[config.mk]
export PLATFORM = sky130hd
export DESIGN_NAME = shift_chain_ctrl
export DESIGN_NICKNAME = d
export VERILOG_FILES = /design/src/rtl/shift_chain_ctrl.sv
export SDC_FILE = /design/constraint.sdc
export NUM_CORES = 1
export LEC_CHECK = 0
export CAP_MARGIN = 10
export CORE_MARGIN = 3
export CORE_UTILIZATION = 45
export CTS_CLUSTER_DIAMETER = 100
export DETAILED_ROUTE_END_ITERATION = 12
export PLACE_DENSITY = 0.71
export SETUP_SLACK_MARGIN = 0.15
export SLEW_MARGIN = 30
export SYNTH_ARGS = -nofsm -noshare
export SYNTH_HDL_FRONTEND = slang
export SYNTH_SLANG_ARGS = --single-unit
[constraint.sdc]
create_clock -name clk -period 7.3 [get_ports clk]
set_clock_uncertainty 0.05 [all_clocks]
set_input_delay 1.46 -clock clk [delete_from_list [all_inputs] [get_ports clk]]
set_output_delay 1.46 -clock clk [all_outputs]
set_load 0.02 [all_outputs]
[src/rtl/shift_chain_ctrl.sv]
// Button-driven shift/rotate/count chain with debounced load/step and auto-step prescaler.
// Latency: raw button edge to chain update is DEBOUNCE_CYCLES+3 edges; auto tick acts on the next edge.
// Backpressure: none; every accepted load/step is applied immediately, load wins over a coincident step.

module shift_chain_btn #(
    parameter int DEBOUNCE_CYCLES = 4
) (
    input  logic clk,
    input  logic reset,
    input  logic btn_n,
    output logic press
);
    localparam int CW = (DEBOUNCE_CYCLES > 1) ? $clog2(DEBOUNCE_CYCLES) : 1;

    logic          sync1_q, sync1_d;
    logic          sync2_q, sync2_d;
    logic          db_q, db_d;
    logic          press_q, press_d;
    logic [CW-1:0] cnt_q, cnt_d;
    logic          flip;

    // Counter tops out at DEBOUNCE_CYCLES-1: the flip happens on the edge that would reach DEBOUNCE_CYCLES.
    always_comb begin
        sync1_d = ~btn_n;
        sync2_d = sync1_q;
        flip    = 1'b0;
        cnt_d   = '0;
        if (sync2_q != db_q) begin
            if (cnt_q == CW'(DEBOUNCE_CYCLES - 1)) begin
                flip = 1'b1;
            end else begin
                cnt_d = cnt_q + 1'b1;
            end
        end
        db_d    = flip ? ~db_q : db_q;
        press_d = flip & ~db_q;
    end

    always_ff @(posedge clk or posedge reset) begin
        if (reset) begin
            sync1_q <= 1'b0;
            sync2_q <= 1'b0;
            db_q    <= 1'b0;
            press_q <= 1'b0;
            cnt_q   <= '0;
        end else begin
            sync1_q <= sync1_d;
            sync2_q <= sync2_d;
            db_q    <= db_d;
            press_q <= press_d;
            cnt_q   <= cnt_d;
        end
    end

    assign press = press_q;
endmodule

module shift_chain_ctrl #(
    parameter int WIDTH           = 8,
    parameter int STAGES          = 2,
    parameter int DEBOUNCE_CYCLES = 4,
    parameter int AUTO_DIV        = 50000000
) (
    input  logic                      clk,
    input  logic                      reset,
    input  logic                      btn_load_n,
    input  logic                      btn_step_n,
    input  logic [WIDTH-1:0]          switch,
    input  logic [1:0]                mode,
    input  logic                      auto_en,
    output logic [STAGES*WIDTH-1:0]   chain,
    output logic                      shift_out,
    output logic [15:0]               step_cnt
);
    localparam int N  = STAGES * WIDTH;
    localparam int PW = $clog2(AUTO_DIV);

    logic          load_pulse, step_pulse;
    logic          tick, step_req;
    logic [PW-1:0] presc_q, presc_d;
    logic [N-1:0]  chain_q, chain_d;
    logic          shift_out_q, shift_out_d;
    logic [15:0]   step_cnt_q, step_cnt_d;

    shift_chain_btn #(.DEBOUNCE_CYCLES(DEBOUNCE_CYCLES)) u_btn_load (
        .clk   (clk),
        .reset (reset),
        .btn_n (btn_load_n),
        .press (load_pulse)
    );

    shift_chain_btn #(.DEBOUNCE_CYCLES(DEBOUNCE_CYCLES)) u_btn_step (
        .clk   (clk),
        .reset (reset),
        .btn_n (btn_step_n),
        .press (step_pulse)
    );

    always_comb begin
        tick = auto_en && (presc_q == PW'(AUTO_DIV - 1));
        if (!auto_en || tick) begin
            presc_d = '0;
        end else begin
            presc_d = presc_q + 1'b1;
        end
        step_req = step_pulse | tick;
    end

    // Stage 0 occupies the top slice, so a load only touches the most-significant WIDTH bits.
    always_comb begin
        chain_d     = chain_q;
        shift_out_d = shift_out_q;
        step_cnt_d  = step_cnt_q;
        if (load_pulse) begin
            chain_d[N-1 -: WIDTH] = switch;
        end else if (step_req) begin
            step_cnt_d = step_cnt_q + 16'd1;
            case (mode)
                2'b00: begin
                    chain_d     = {1'b0, chain_q[N-1:1]};
                    shift_out_d = chain_q[0];
                end
                2'b01: begin
                    chain_d     = {chain_q[N-2:0], 1'b0};
                    shift_out_d = chain_q[N-1];
                end
                2'b10: begin
                    chain_d     = {chain_q[0], chain_q[N-1:1]};
                    shift_out_d = chain_q[0];
                end
                default: begin
                    chain_d     = chain_q + N'(1);
                    shift_out_d = &chain_q;
                end
            endcase
        end
    end

    always_ff @(posedge clk or posedge reset) begin
        if (reset) begin
            presc_q     <= '0;
            chain_q     <= '0;
            shift_out_q <= 1'b0;
            step_cnt_q  <= '0;
        end else begin
            presc_q     <= presc_d;
            chain_q     <= chain_d;
            shift_out_q <= shift_out_d;
            step_cnt_q  <= step_cnt_d;
        end
    end

    assign chain     = chain_q;
    assign shift_out = shift_out_q;
    assign step_cnt  = step_cnt_q;
endmodule
==> results by stage, run 1 <==
Status:
- The flow ran to the end, and the final reports show no timing, DRC or antenna violations.

Synthesis:
- The library cell with the largest summed area after synthesis is sky130_fd_sc_hd__dfrtp_1.
- The number of warnings reported in the yosys synthesis log is 0.
- The synthesized netlist devotes about 22% of its cell area to simple gates.
- Counting flops with an async set or reset pin after synthesis yields a share of 100%.
- The flop and latch count out of synthesis is slightly above 70.
- In the synthesized netlist, mux cells make up under 10% of the area.
- By area the synthesized netlist is led by sky130_fd_sc_hd__dfrtp_1, sky130_fd_sc_hd__xnor2_1, sky130_fd_sc_hd__nand2_1.
- The cell area after synthesis is 0.00386 mm^2.
- The sequential cell area fraction in the yosys report is between 40% and 50%.
- The post-synthesis compound-gate area fraction is a little over an eighth.
- Counting every net in the synthesized netlist gives 414.
- The average cell area after synthesis is 9.80 um^2.
- The post-synthesis share of cell area spent on xor and xnor gates is 9.46%.
- The count of flip-flops with a built-in enable after synthesis is 0.
- After synthesis, the netlist uses 59 different library cells.
- The adder-cell share of the synthesized area is 1.62%.
- The combinational family with the most area after synthesis is simple AND/OR/NAND/NOR gates.
- Synthesis handed over a netlist of ~390 instances.
- The predominant post-synthesis flop cell is sky130_fd_sc_hd__dfrtp_1.
- After synthesis, the largest area contributor takes up 46.0% of total cell area.

Clock tree:
- The post-cts repair resize count is 0.
- The number of sinks handled by clock tree synthesis is between 70 and 80.
- Clock latency on the worst-skew pair, taken at its later pin, is about 0.35 ns.
- Hold repair after CTS inserted 0 buffers.
- The total clock buffers created by CTS is 9.
- The number of H-tree levels is 3.
- The number of buffers on the longest clock path is 2.
- Post-CTS timing repair inserted 0 buffers for setup.
- TritonCTS built the clock tree.
- The clock root buffer master is sky130_fd_sc_hd__clkbuf_8.
- Clock-pin slew was measured on the worst setup and hold paths at 0.07 ns.

Floorplan:
- In this run the standard cell core region covers about 0.0083 mm^2.
- The floorplan has 33 rows.
- Measured along the x axis, the die boundary spans approximately 99 um.
- The top-level port count is 48.
- The die span in y is 98.6 um.
- The total die area is between 0.009 and 0.01 mm^2.
- Once the floorplan was initialized, standard cells occupied around 47% of the core.

Power and ir drop:
- VDD sags by at most 203 uV.
- The leakage power of the design is around 1.9 nW.
- Overall power consumption after layout is estimated at approximately 1.3 mW.
- The power per cell area is about 280 mW/mm^2.

Layout:
- In the final design database the tool counted around 460 nets.
- The sequential cells in the finished layout cover a total of 0.00178 mm^2.
- Of the cells placed in the final design, the portion with a size suffix greater than 1 is under 10%.
- The cell area after layout is about 0.0046 mm^2.
- The most frequent standard cell in the layout excluding fill and tap cells is sky130_fd_sc_hd__dfrtp_1.
- In the final layout, the multi-input gates occupy roughly 0.0019 mm^2.
- The final-layout fill cell count is ~740.
- The area growth from synthesis to layout is 19.6%.
- The count of antenna diodes in the layout is 0.
- Leaving out fill and tap cells, the most frequent cells in the layout are sky130_fd_sc_hd__dfrtp_1, sky130_fd_sc_hd__clkdlybuf4s50_1, sky130_fd_sc_hd__xnor2_1, sky130_fd_sc_hd__nand2_1, sky130_fd_sc_hd__nor2_1.

STA:
- The setup total negative slack is 0 ns.
- The worst slack on hold paths is ~0.30 ns.
- The final-report setup violation count is 0.
- Setup repair after global routing left no endpoint under its margin.
- The final critical path takes up ~47% of the cycle.
- The number of max-slew violations in the final report is 0.
- The tightest slew margin relative to the limit is between 30% and 40%.
- The total count of hold-check failures in the final report is 0.
- For this run, the top clock speed supported by timing is roughly 0.29 GHz.
- The time the worst path needs with I/O delays and setup is roughly 3.4 ns.
- The actual slew at the worst max-slew pin is approximately 0.96 ns.

Placed design:
- The placed wire-length estimate after detailed placement is between 5000 and 6000 um.
- At the end of routability-driven placement, the weighted congestion stood at between 0.8 and 0.9.
- Port buffering added 47 buffers.
- The placed instances occupy a cell area of roughly 0.0044 mm^2.

Worst setup path:
- The signal arrival time at the worst endpoint is between 3 and 4 ns.
- Along the worst path, the maximum fanout reaches 22.
- For the worst setup path, the data required time is 7.49 ns.
- The number of cells on the worst reg-to-reg path is 6.
- The library cell contributing the largest single delay on the critical path is sky130_fd_sc_hd__clkdlybuf4s50_1.
- The largest delay contributor family on the critical path is buffers and inverters.
- The largest incremental delay on the critical path is between 1 and 1.5 ns.
- The endpoint identified for the worst register-to-register timing path is step_cnt[1].
- Counting both buffers and inverters, the worst setup path holds a total of 2.
- The type of destination of the critical path is a flop.
- The critical path in this run is classified as in -> reg.
- In this run the critical register-to-register path is launched from presc_q[0].
- Traced cell by cell, the critical path runs through clkdlybuf4s50_1, inv_1, a311oi_1, a21oi_1, a222oi_1.
- For flop-to-flop paths, the worst setup slack is approximately 4.8 ns.
- STA classifies the critical path startpoint as an input port.

Route:
- The count of nets left with antenna violations after detail routing is 0.
- The count of routing violations after the opening detailed-route iteration is 152.
- The length of the first detailed-routing pass in iterations is 4.
- The detailed router placed 3092 vias in this run.
- After detailed routing, the total wire length is 8390 um.
- After detailed routing, the number of remaining DRC violations is 0.
- After detailed routing, the average wire length per cell comes to 15.4 um.
- In the routed layout, each cell is associated on average with a via count of roughly 5.7.

Worst hold path:
- The cell depth of the worst min-delay path is 0.
- The worst hold-check path type is reg -> reg.
- The worst hold path begins at u_btn_load.sync1_q.
- The worst min-delay path endpoint is u_btn_load.sync2_q.

Global routing:
- The number of global-route vias before repair is 3007.
- Global routing used a little under a fifth of the available tracks across all layers.
- The first global-routing pass estimated around 15000 um of wire.
- Entering global routing, the biggest net connects 72 pins.
- The total global routing overflow is 0.
- The number of antenna violations at the first check in global routing is 0.

Flow run:
- The number of max-cap violations is 0.
[logic make-up after synthesis]
group	count (synthesis)
AO/OA/AOI/OAI	72
XOR/XNOR	40
adder cells (fa/ha/maj)	5
buffers and inverters	39
flip-flops	71
multiplexers	10
AND/OR/NAND/NOR	157
[how the worst max path moves through the flow]
| stage | start | endpoint | slack, ns | depth (start not counted) |
|---|---|---|---|---|
| 6_report | mode[0] | chain[9] | 3.90 | 5 |
| 3_5_place_dp | auto_en | chain[2] | 3.54 | 5 |
| 5_1_grt | mode[0] | chain[9] | 3.75 | 5 |
| 4_1_cts | auto_en | chain[7] | 3.92 | 5 |
| 3_3_place_gp | auto_en | step_cnt[0] | 3.57 | 5 |
| 2_1_floorplan | reset | chain[0] | 3.99 | 1 |
[sequential cells by signal, indices dropped and copies added (netlist names), 2 cells and up]
name              cells
presc_q              26
chain                16
step_cnt             16
u_btn_load.cnt_q      2
u_btn_step.cnt_q      2
[synthesized netlist by cell type (8+ instances only)]
cell and number:
sky130_fd_sc_hd__nor2_1 29, sky130_fd_sc_hd__a21oi_1 19, sky130_fd_sc_hd__nor4_1 8, sky130_fd_sc_hd__and3_1 8
sky130_fd_sc_hd__o21ai_0 18, sky130_fd_sc_hd__clkbuf_1 12, sky130_fd_sc_hd__nor3_1 16, sky130_fd_sc_hd__dfrtp_1 71
sky130_fd_sc_hd__nand2_1 29, sky130_fd_sc_hd__xnor2_1 33, sky130_fd_sc_hd__inv_1 20, sky130_fd_sc_hd__nand4_1 14
sky130_fd_sc_hd__nand3_1 14
[final cells by class]
| cell class | count | area share, % |
|---|---|---|
| Tap cell | 105 | 2.84 |
| Multi-Input combinational cell | 284 | 41.7 |
| Clock inverter | 5 | 1.22 |
| Inverter | 20 | 1.63 |
| Clock buffer | 11 | 3.28 |
| Sequential cell | 71 | 38.5 |
| Timing Repair Buffer | 50 | 10.8 |
[where the power goes]
group / internal, mW / switching [mW] / leakage (nW) / total, mW
registers: 0.461 / 0.104 / 0.924 / 0.565
clock network: 0.176 / 0.150 / 0.105 / 0.326
logic: 0.202 / 0.201 / 0.867 / 0.403
total: 0.839 / 0.456 / 1.90 / 1.29
[layer usage]
metal | up-vias | wire length (um) | share of wire, % | track usage, %
li1 | 1511 | - | - | -
met4 | 0 | 87 | 1.0 | 5.46
met5 | - | 0 | 0 | 0
met3 | 8 | 402 | 4.8 | 5.52
met2 | 79 | 3890 | 46 | 28.2
met1 | 1494 | 4010 | 48 | 25.1
[metrics by stage]
stage          cells  utilization, %  setup WS [ns]
3_5_place_dp     529            53.2           3.54
2_1_floorplan    394               -           3.99
5_1_grt          546            55.9           3.75
3_3_place_gp     529            53.2           3.57
4_1_cts          545            55.8           3.92
6_report         546            55.9           3.90
No activity file was read; power rests on OpenSTA's default activity.
==> run 2, diff against run 1 <==
==> constraint.sdc (replaced) <==
create_clock -name clk -period 3.2 [get_ports clk]
set_clock_uncertainty 0.05 [all_clocks]
set_input_delay 0.64 -clock clk [delete_from_list [all_inputs] [get_ports clk]]
set_output_delay 0.64 -clock clk [all_outputs]
set_load 0.02 [all_outputs]
==> run 2 against run 1 <==
Net effect: worst hold slack better by 0.0024 ns; worst setup slack worse by 3.2 ns; first-iteration DRC count increased by 26%; sequential power grew 130%; via count grew 3.0%; core utilization is 0.30 points higher.
==> results by stage, run 2 (same netlist as run 1, synthesis figures left out) <==
Power and ir drop:
- The leakage power of the design is roughly 1.9 nW.
- The power per cell area is 651 mW/mm^2.
- The worst-case IR drop observed on VDD is between 300 and 400 uV.

Worst hold path:
- The worst hold path terminates at u_btn_step.sync2_q.
- The cell depth of the worst min-delay path is 0.
- The worst hold-check path type is reg -> reg.
- The startpoint identified for the worst hold timing path is u_btn_step.sync1_q.

Layout:
- For this run, the share of the core covered by cells in the final layout is between 50 and 60%.
- The layout cell share with drive strength beyond 1 is a little under a tenth.
- From synthesis to final layout, the design area changed by 20.3%.
- The area taken by flip-flops and latches is roughly 0.0018 mm^2.
- The final-layout fill cell count is between 700 and 800.
- In the layout the commonest cells are sky130_fd_sc_hd__dfrtp_1, sky130_fd_sc_hd__clkdlybuf4s50_1, sky130_fd_sc_hd__xnor2_1, sky130_fd_sc_hd__nand2_1, sky130_fd_sc_hd__nor2_1.
- The multi-input gate area in the final layout is roughly 0.0019 mm^2.
- The register bank with the most flops is presc_q.
- The count of antenna diodes in the layout is 0.
- The most frequent standard cell in the layout excluding fill and tap cells is sky130_fd_sc_hd__dfrtp_1.
- In the final design database the tool counted between 400 and 500 nets.
- The register with the most flip-flops in the layout has 26 of them.

Route:
- The count of routing violations after the opening detailed-route iteration is between 150 and 200.
- The length of the first detailed-routing pass in iterations is 5.
- The average detailed-routed wire length per instance is between 15 and 20 um.
- The number of vias per cell after detailed routing is about 5.8.
- Summed over all layers, the routed wires come to between 8000 and 9000 um.
- The via count is roughly 3200.
- In the routed design, unresolved DRC markers number 0.
- The count of nets left with antenna violations once routing finished came out at 0.

Global routing:
- The total global routing overflow is 0.
- The total track usage is a little under a fifth.
- The first global-routing pass estimated 14700 um of wire.
- The layer with the highest usage after global routing is met2.
- The number of antenna violations at the first check in global routing is 0.
- In the global route stage, met1 resource usage came out at a little over a quarter.
- The met2 usage is a little over a quarter.
- The largest net degree at the start of global routing is 39.
- The number of global-route vias before repair is 2945.
- In the global route stage, met3 resource usage came out at approximately 3.8%.

STA:
- The tightest slew margin relative to the limit is a little under two fifths.
- The time the worst path needs with I/O delays and setup is about 2.5 ns.
- The total count of hold-check failures in the final report is 0.
- Setup repair after global routing left no endpoint under its margin.
- Based on the critical path, the design can be clocked at up to about 0.40 GHz.
- Adding up every negative setup slack in the final design gives 0 ns.
- The post-route clock period utilization is slightly below 80%.
- The actual slew at the worst max-slew pin is just over 0.9 ns.
- The worst slack on hold paths is about 0.31 ns.
- The number of max-slew violations in the final report is 0.
- Setup slack closes at 0.716 ns.
- Setup violations remaining at the end of the flow were counted as 0.

Clock tree:
- In this run the number of H-tree levels came out at 3.
- The number of gates resized after CTS was 0.
- In this run, CTS created clock tree buffers numbering 9.
- The number of sinks handled by clock tree synthesis is approximately 70.
- The number of buffers on the longest clock path is 2.
- After clock tree synthesis, the setup repair step added 0 buffers.
- The clock tree from TritonCTS is done.
- Hold repair after CTS inserted 0 buffers.
- The clock root buffer master is sky130_fd_sc_hd__clkbuf_8.
- The clock latency of the later-clocked register in the worst-skew pair is between 0.3 and 0.4 ns.
- Clock-pin slew was measured on the worst setup and hold paths at approximately 0.07 ns.

Worst setup path:
- The maximum fanout count along the critical path is 12.
- The critical path goes through ha_1, and4_1, nand3_4, o41a_4, nor2_4, mux2_1.
- The worst setup path is captured at a flop.
- The worst setup path category is reg -> reg.
- The slowest stage of the critical path is the sky130_fd_sc_hd__o41a_4 cell.
- The largest incremental delay on the critical path is approximately 0.52 ns.
- In this run the critical register-to-register path is launched from presc_q[0].
- The required time reported for the critical path endpoint is around 3.4 ns.
- The capture point of the worst reg-to-reg path is chain[6].
- The flop-to-flop setup slack is around 0.7 ns.
- Counting cells, the worst reg-to-reg path comes to 6.
- Data arrives at the worst endpoint at 2.65 ns.
- The worst setup path is launched from a flop.

Floorplan:
- The top-level port count is between 40 and 50.
- The die span in y is around 99 um.
- The area of the core is about 0.0083 mm^2.
- In this run the core area contains 33 standard-cell rows.
- The floorplan step defined a die boundary enclosing 0.00973 mm^2.
- The die outline width is between 90 and 100 um.
- The effective utilization at floorplan is 46.8%.

Placed design:
- The placed wire-length estimate after detailed placement is 6020 um.
- Buffers placed on the I/O ports in this run total between 40 and 50.
- The last weighted congestion value of the routability-driven placer is around 0.87.
- The post-placement worst setup slack is about 0.57 ns.

Status:
- The run finished with clean final reports.

Flow run:
- The tool flagged a number of max-cap violations equal to 0.
-- run 2: final cells by class --
class,instances,share of cell area [%]
multi-input cells,284,41.5
flip-flops and latches,71,38.3
repair buffers,52,11.2
well taps,105,2.83
clock buffers,10,2.75
clock inverters,6,1.83
inverters,20,1.62
-- run 2: how the worst max path moves through the flow --
stage | from | to | cells past startpoint
2_1_floorplan | reset | chain[0] | 1
6_report | presc_q[0] | chain[6] | 6
4_1_cts | presc_q[0] | chain[6] | 6
3_5_place_dp | auto_en | chain[6] | 5
5_1_grt | presc_q[0] | chain[6] | 6
3_3_place_gp | auto_en | step_cnt[1] | 5
-- run 2: per-stage QoR --
stage               total power, mW  instances  area, um^2
finish                         3.02        548        4640
detailed placement             2.25        532        4430
floorplan                      1.84        394        3860
CTS                            3.04        548        4640
global placement               2.23        532        4430
global route                   3.19        548        4640
-- run 2: per-layer routing --
metal | vias to the layer above | routed length [um]
met5 | - | 0
met4 | 0 | 124
met3 | 10 | 594
met2 | 101 | 4100
met1 | 1566 | 3900
li1 | 1509 | -
-- run 2: critical path: cells and delay by family, from the launching register on --
kind / cells / cell delay, ns
AOI/OAI and AO/OA: 1 / 0.52
DFF: 1 / 0.42
adders and majority gates: 1 / 0.22
and+or+nand+nor: 3 / 0.78
muxes: 1 / 0.37
-- run 2: power by group --
group	switching, mW	leakage (nW)	internal, mW
combinational	0.468	0.879	0.464
clock	0.336	0.102	0.436
sequential	0.266	0.924	1.05
==> run 3, diff against run 2 <==
==> constraint.sdc (replaced) <==
create_clock -name clk -period 2.6 [get_ports clk]
set_clock_uncertainty 0.05 [all_clocks]
set_input_delay 0.52 -clock clk [delete_from_list [all_inputs] [get_ports clk]]
set_output_delay 0.52 -clock clk [all_outputs]
set_load 0.02 [all_outputs]
==> run 3 against run 2 <==
Net effect: critical path depth rose by 1; largest power group unchanged; count of clock-buffer cells in the layout did not move; core utilization rose by 1.3 points; register-to-register slack got worse by 0.43 ns; worst hold slack got worse by 0.0040 ns.
==> results by stage, run 3 (same netlist as run 1, synthesis figures left out) <==
Global routing:
- The number of global-route vias before repair is approximately 3000.
- The largest net degree at the start of global routing is 72.
- For this run the aggregate overflow at the end of global routing stands at 0.
- The number of antenna violations at the first check in global routing is 0.
- Global routing consumed, over all layers together, between 10% and 20% of the routing resources.
- The first global-routing pass estimated 14200 um of wire.

Placed design:
- The placed wire-length estimate after detailed placement is 5790 um.
- The post-placement worst setup slack is ~0.19 ns.
- Routability-driven placement finished with a final weighted congestion of 0.804.
- The number of buffers added on ports is 47.

STA:
- Adding up every negative setup slack in the final design gives 0 ns.
- The tightest slew margin relative to the limit is approximately 60%.
- The time the worst path needs with I/O delays and setup is 2.32 ns.
- The post-route clock period utilization is about nine tenths.
- For this run, the top clock speed supported by timing is between 0.4 and 0.5 GHz.
- The number of max-slew violations in the final report is 0.
- The final-report setup violation count is 0.
- The minimum setup slack in the final design is around 0.28 ns.
- The actual slew at the worst max-slew pin is around 0.59 ns.
- Setup repair after global routing left no endpoint under its margin.
- Hold is met by around 0.30 ns.
- The total count of hold-check failures in the final report is 0.

Power and ir drop:
- Power spread over the standard cell area amounts to 760 mW/mm^2.
- The peak ir drop on the vdd network is roughly 400 uV.
- The total power consumption of the routed design is 3.61 mW.
- The leakage power of the design is just under 2 nW.

Worst setup path:
- In this run the critical register-to-register path is launched from presc_q[1].
- Traced cell by cell, the critical path runs through ha_1, and4_4, nand3_4, o41a_4, nor2_4, buf_4, mux2_2.
- The largest individual stage delay along the critical path comes from the cell sky130_fd_sc_hd__o41a_4.
- The worst setup path category is reg -> reg.
- The largest delay contributor family on the critical path is simple AND/OR/NAND/NOR gates.
- The worst register-to-register path has a setup slack of approximately 0.28 ns.
- STA classifies the critical path startpoint as a flop.
- For the worst setup path, the data arrival time is ~2.5 ns.
- The required time reported for the critical path endpoint is 2.78 ns.
- The number of buffers and inverters on the critical path is 1.
- For this run, the slowest stage of the critical path takes approximately 0.53 ns.
- The worst register-to-register path has a depth of 7.
- The endpoint identified for the worst register-to-register timing path is step_cnt[1].
- STA classifies the critical path endpoint as a flop.
- The maximum fanout count along the critical path is 9.

Route:
- The count of nets left with antenna violations after detail routing is 0.
- After detailed routing, the average wire length per cell comes to roughly 15 um.
- After detailed routing, the number of vias per cell comes to approximately 5.6.
- The via count is between 3000 and 4000.
- The count of routing violations after the opening detailed-route iteration is between 150 and 200.
- The first detailed-routing pass took 5 iterations.
- The routed design has 8320 um of wire.
- The residual DRC count is 0.

Clock tree:
- For this design, the sink count on the clock tree is 71.
- The total clock buffers created by CTS is 9.
- The clock latency of the later-clocked register in the worst-skew pair is 0.34 ns.
- The clock root buffer master is sky130_fd_sc_hd__clkbuf_8.
- Clock-pin slew was measured on the worst setup and hold paths at about 0.07 ns.
- The clock tree from TritonCTS is done.
- The longest clock path from root to sink contains 2 buffers.
- The H-tree was split into 3 levels.

Layout:
- The layout cell share with drive strength beyond 1 is 12.6%.
- The library cell used most frequently in the layout, excluding fill and tap cells, is sky130_fd_sc_hd__dfrtp_1.
- The core occupancy in the finished layout is 57.5%.
- Relative to the synthesized area, the layout overhead comes to 23.0%.
- Ranked by flip-flop count, first place goes to presc_q.
- The repair_antennas step left the layout with diodes totalling 0.
- In the layout the commonest cells are sky130_fd_sc_hd__dfrtp_1, sky130_fd_sc_hd__clkdlybuf4s50_1, sky130_fd_sc_hd__xnor2_1, sky130_fd_sc_hd__nand2_1, sky130_fd_sc_hd__nor2_1.
- The flip-flop count of the largest register after layout is 26.
- The net count of the finished layout is approximately 480.

Floorplan:
- After floorplanning, the core was sized to cover 0.00826 mm^2.
- The die outline width is 98.6 um.
- For this configuration, the core starts out at a cell density of 46.8%.
- The number of rows created at floorplan is 33.
- The die covers 0.00973 mm^2.
- The die span in y is about 99 um.
- 48 I/O pins were placed.

Flow run:
- Max-cap violations in this run came to 0.

Worst hold path:
- Counting instances, the worst hold path has a depth of 0.
- The startpoint identified for the worst hold timing path is u_btn_step.sync1_q.
- For hold timing, the worst endpoint is u_btn_step.sync2_q.
- The worst hold-check path type is reg -> reg.

Status:
- The flow ran to the end, and the final reports show no timing, DRC or antenna violations.
-- run 3: changes by cell type in the layout (fill, tap and decap cells not counted) --
cell                         previous run  this run
sky130_fd_sc_hd__and4_4                 0         1
sky130_fd_sc_hd__clkinv_4               0         1
sky130_fd_sc_hd__buf_4                  4        20
sky130_fd_sc_hd__and4_1                 3         2
sky130_fd_sc_hd__clkbuf_2               0         1
sky130_fd_sc_hd__bufinv_16              2         1
sky130_fd_sc_hd__clkinv_2               2         3
sky130_fd_sc_hd__clkinvlp_4             2         1
-- run 3: how the worst max path moves through the flow --
stage	cells after the start	start	endpoint
floorplan	1	reset	chain[0]
global placement	5	auto_en	step_cnt[1]
detailed placement	6	presc_q[0]	shift_out
CTS	6	presc_q[0]	step_cnt[1]
global route	7	presc_q[1]	shift_out
finish	7	presc_q[1]	step_cnt[1]
-- run 3: power by group --
group          leakage, nW  internal (mW)  switching [mW]  total [mW]
sequential           0.924           1.29           0.259        1.55
combinational        0.963          0.607           0.597        1.20
clock               0.0960          0.440           0.410       0.850
total                 1.98           2.34            1.27        3.61
-- run 3: metrics by stage --
| step | cells | instance area [um^2] |
|---|---|---|
| finish | 565 | 4750 |
| global route | 565 | 4750 |
| CTS | 559 | 4700 |
| detailed placement | 543 | 4510 |
| global placement | 543 | 4510 |
| floorplan | 394 | 3860 |
-- run 3: layout make-up --
| type | instances | area [um^2] |
|---|---|---|
| Clock buffer | 10 | 128 |
| Clock inverter | 6 | 61.3 |
| Multi-Input combinational cell | 284 | 1930 |
| Timing Repair Buffer | 69 | 646 |
| Tap cell | 105 | 131 |
| Sequential cell | 71 | 1780 |
| Inverter | 20 | 75.1 |
| Fill cell | 715 | 3510 |
-- run 3: per-layer routing --
metal	up-vias	wire, um	track usage [%]
met5	-	0	0
met4	0	102	6.51
met3	10	264	3.11
met2	49	3940	26.7
met1	1550	4010	25.6
li1	1547	-	-
-- run 3: repair_timing --
item | CTS | global route
hold buffers | 0 | 0
endpoints found under the hold margin | 0 | 0
endpoints found under the setup margin | 0 | 7
gates resized for setup | 0 | 2
buffers inserted | 0 | 6
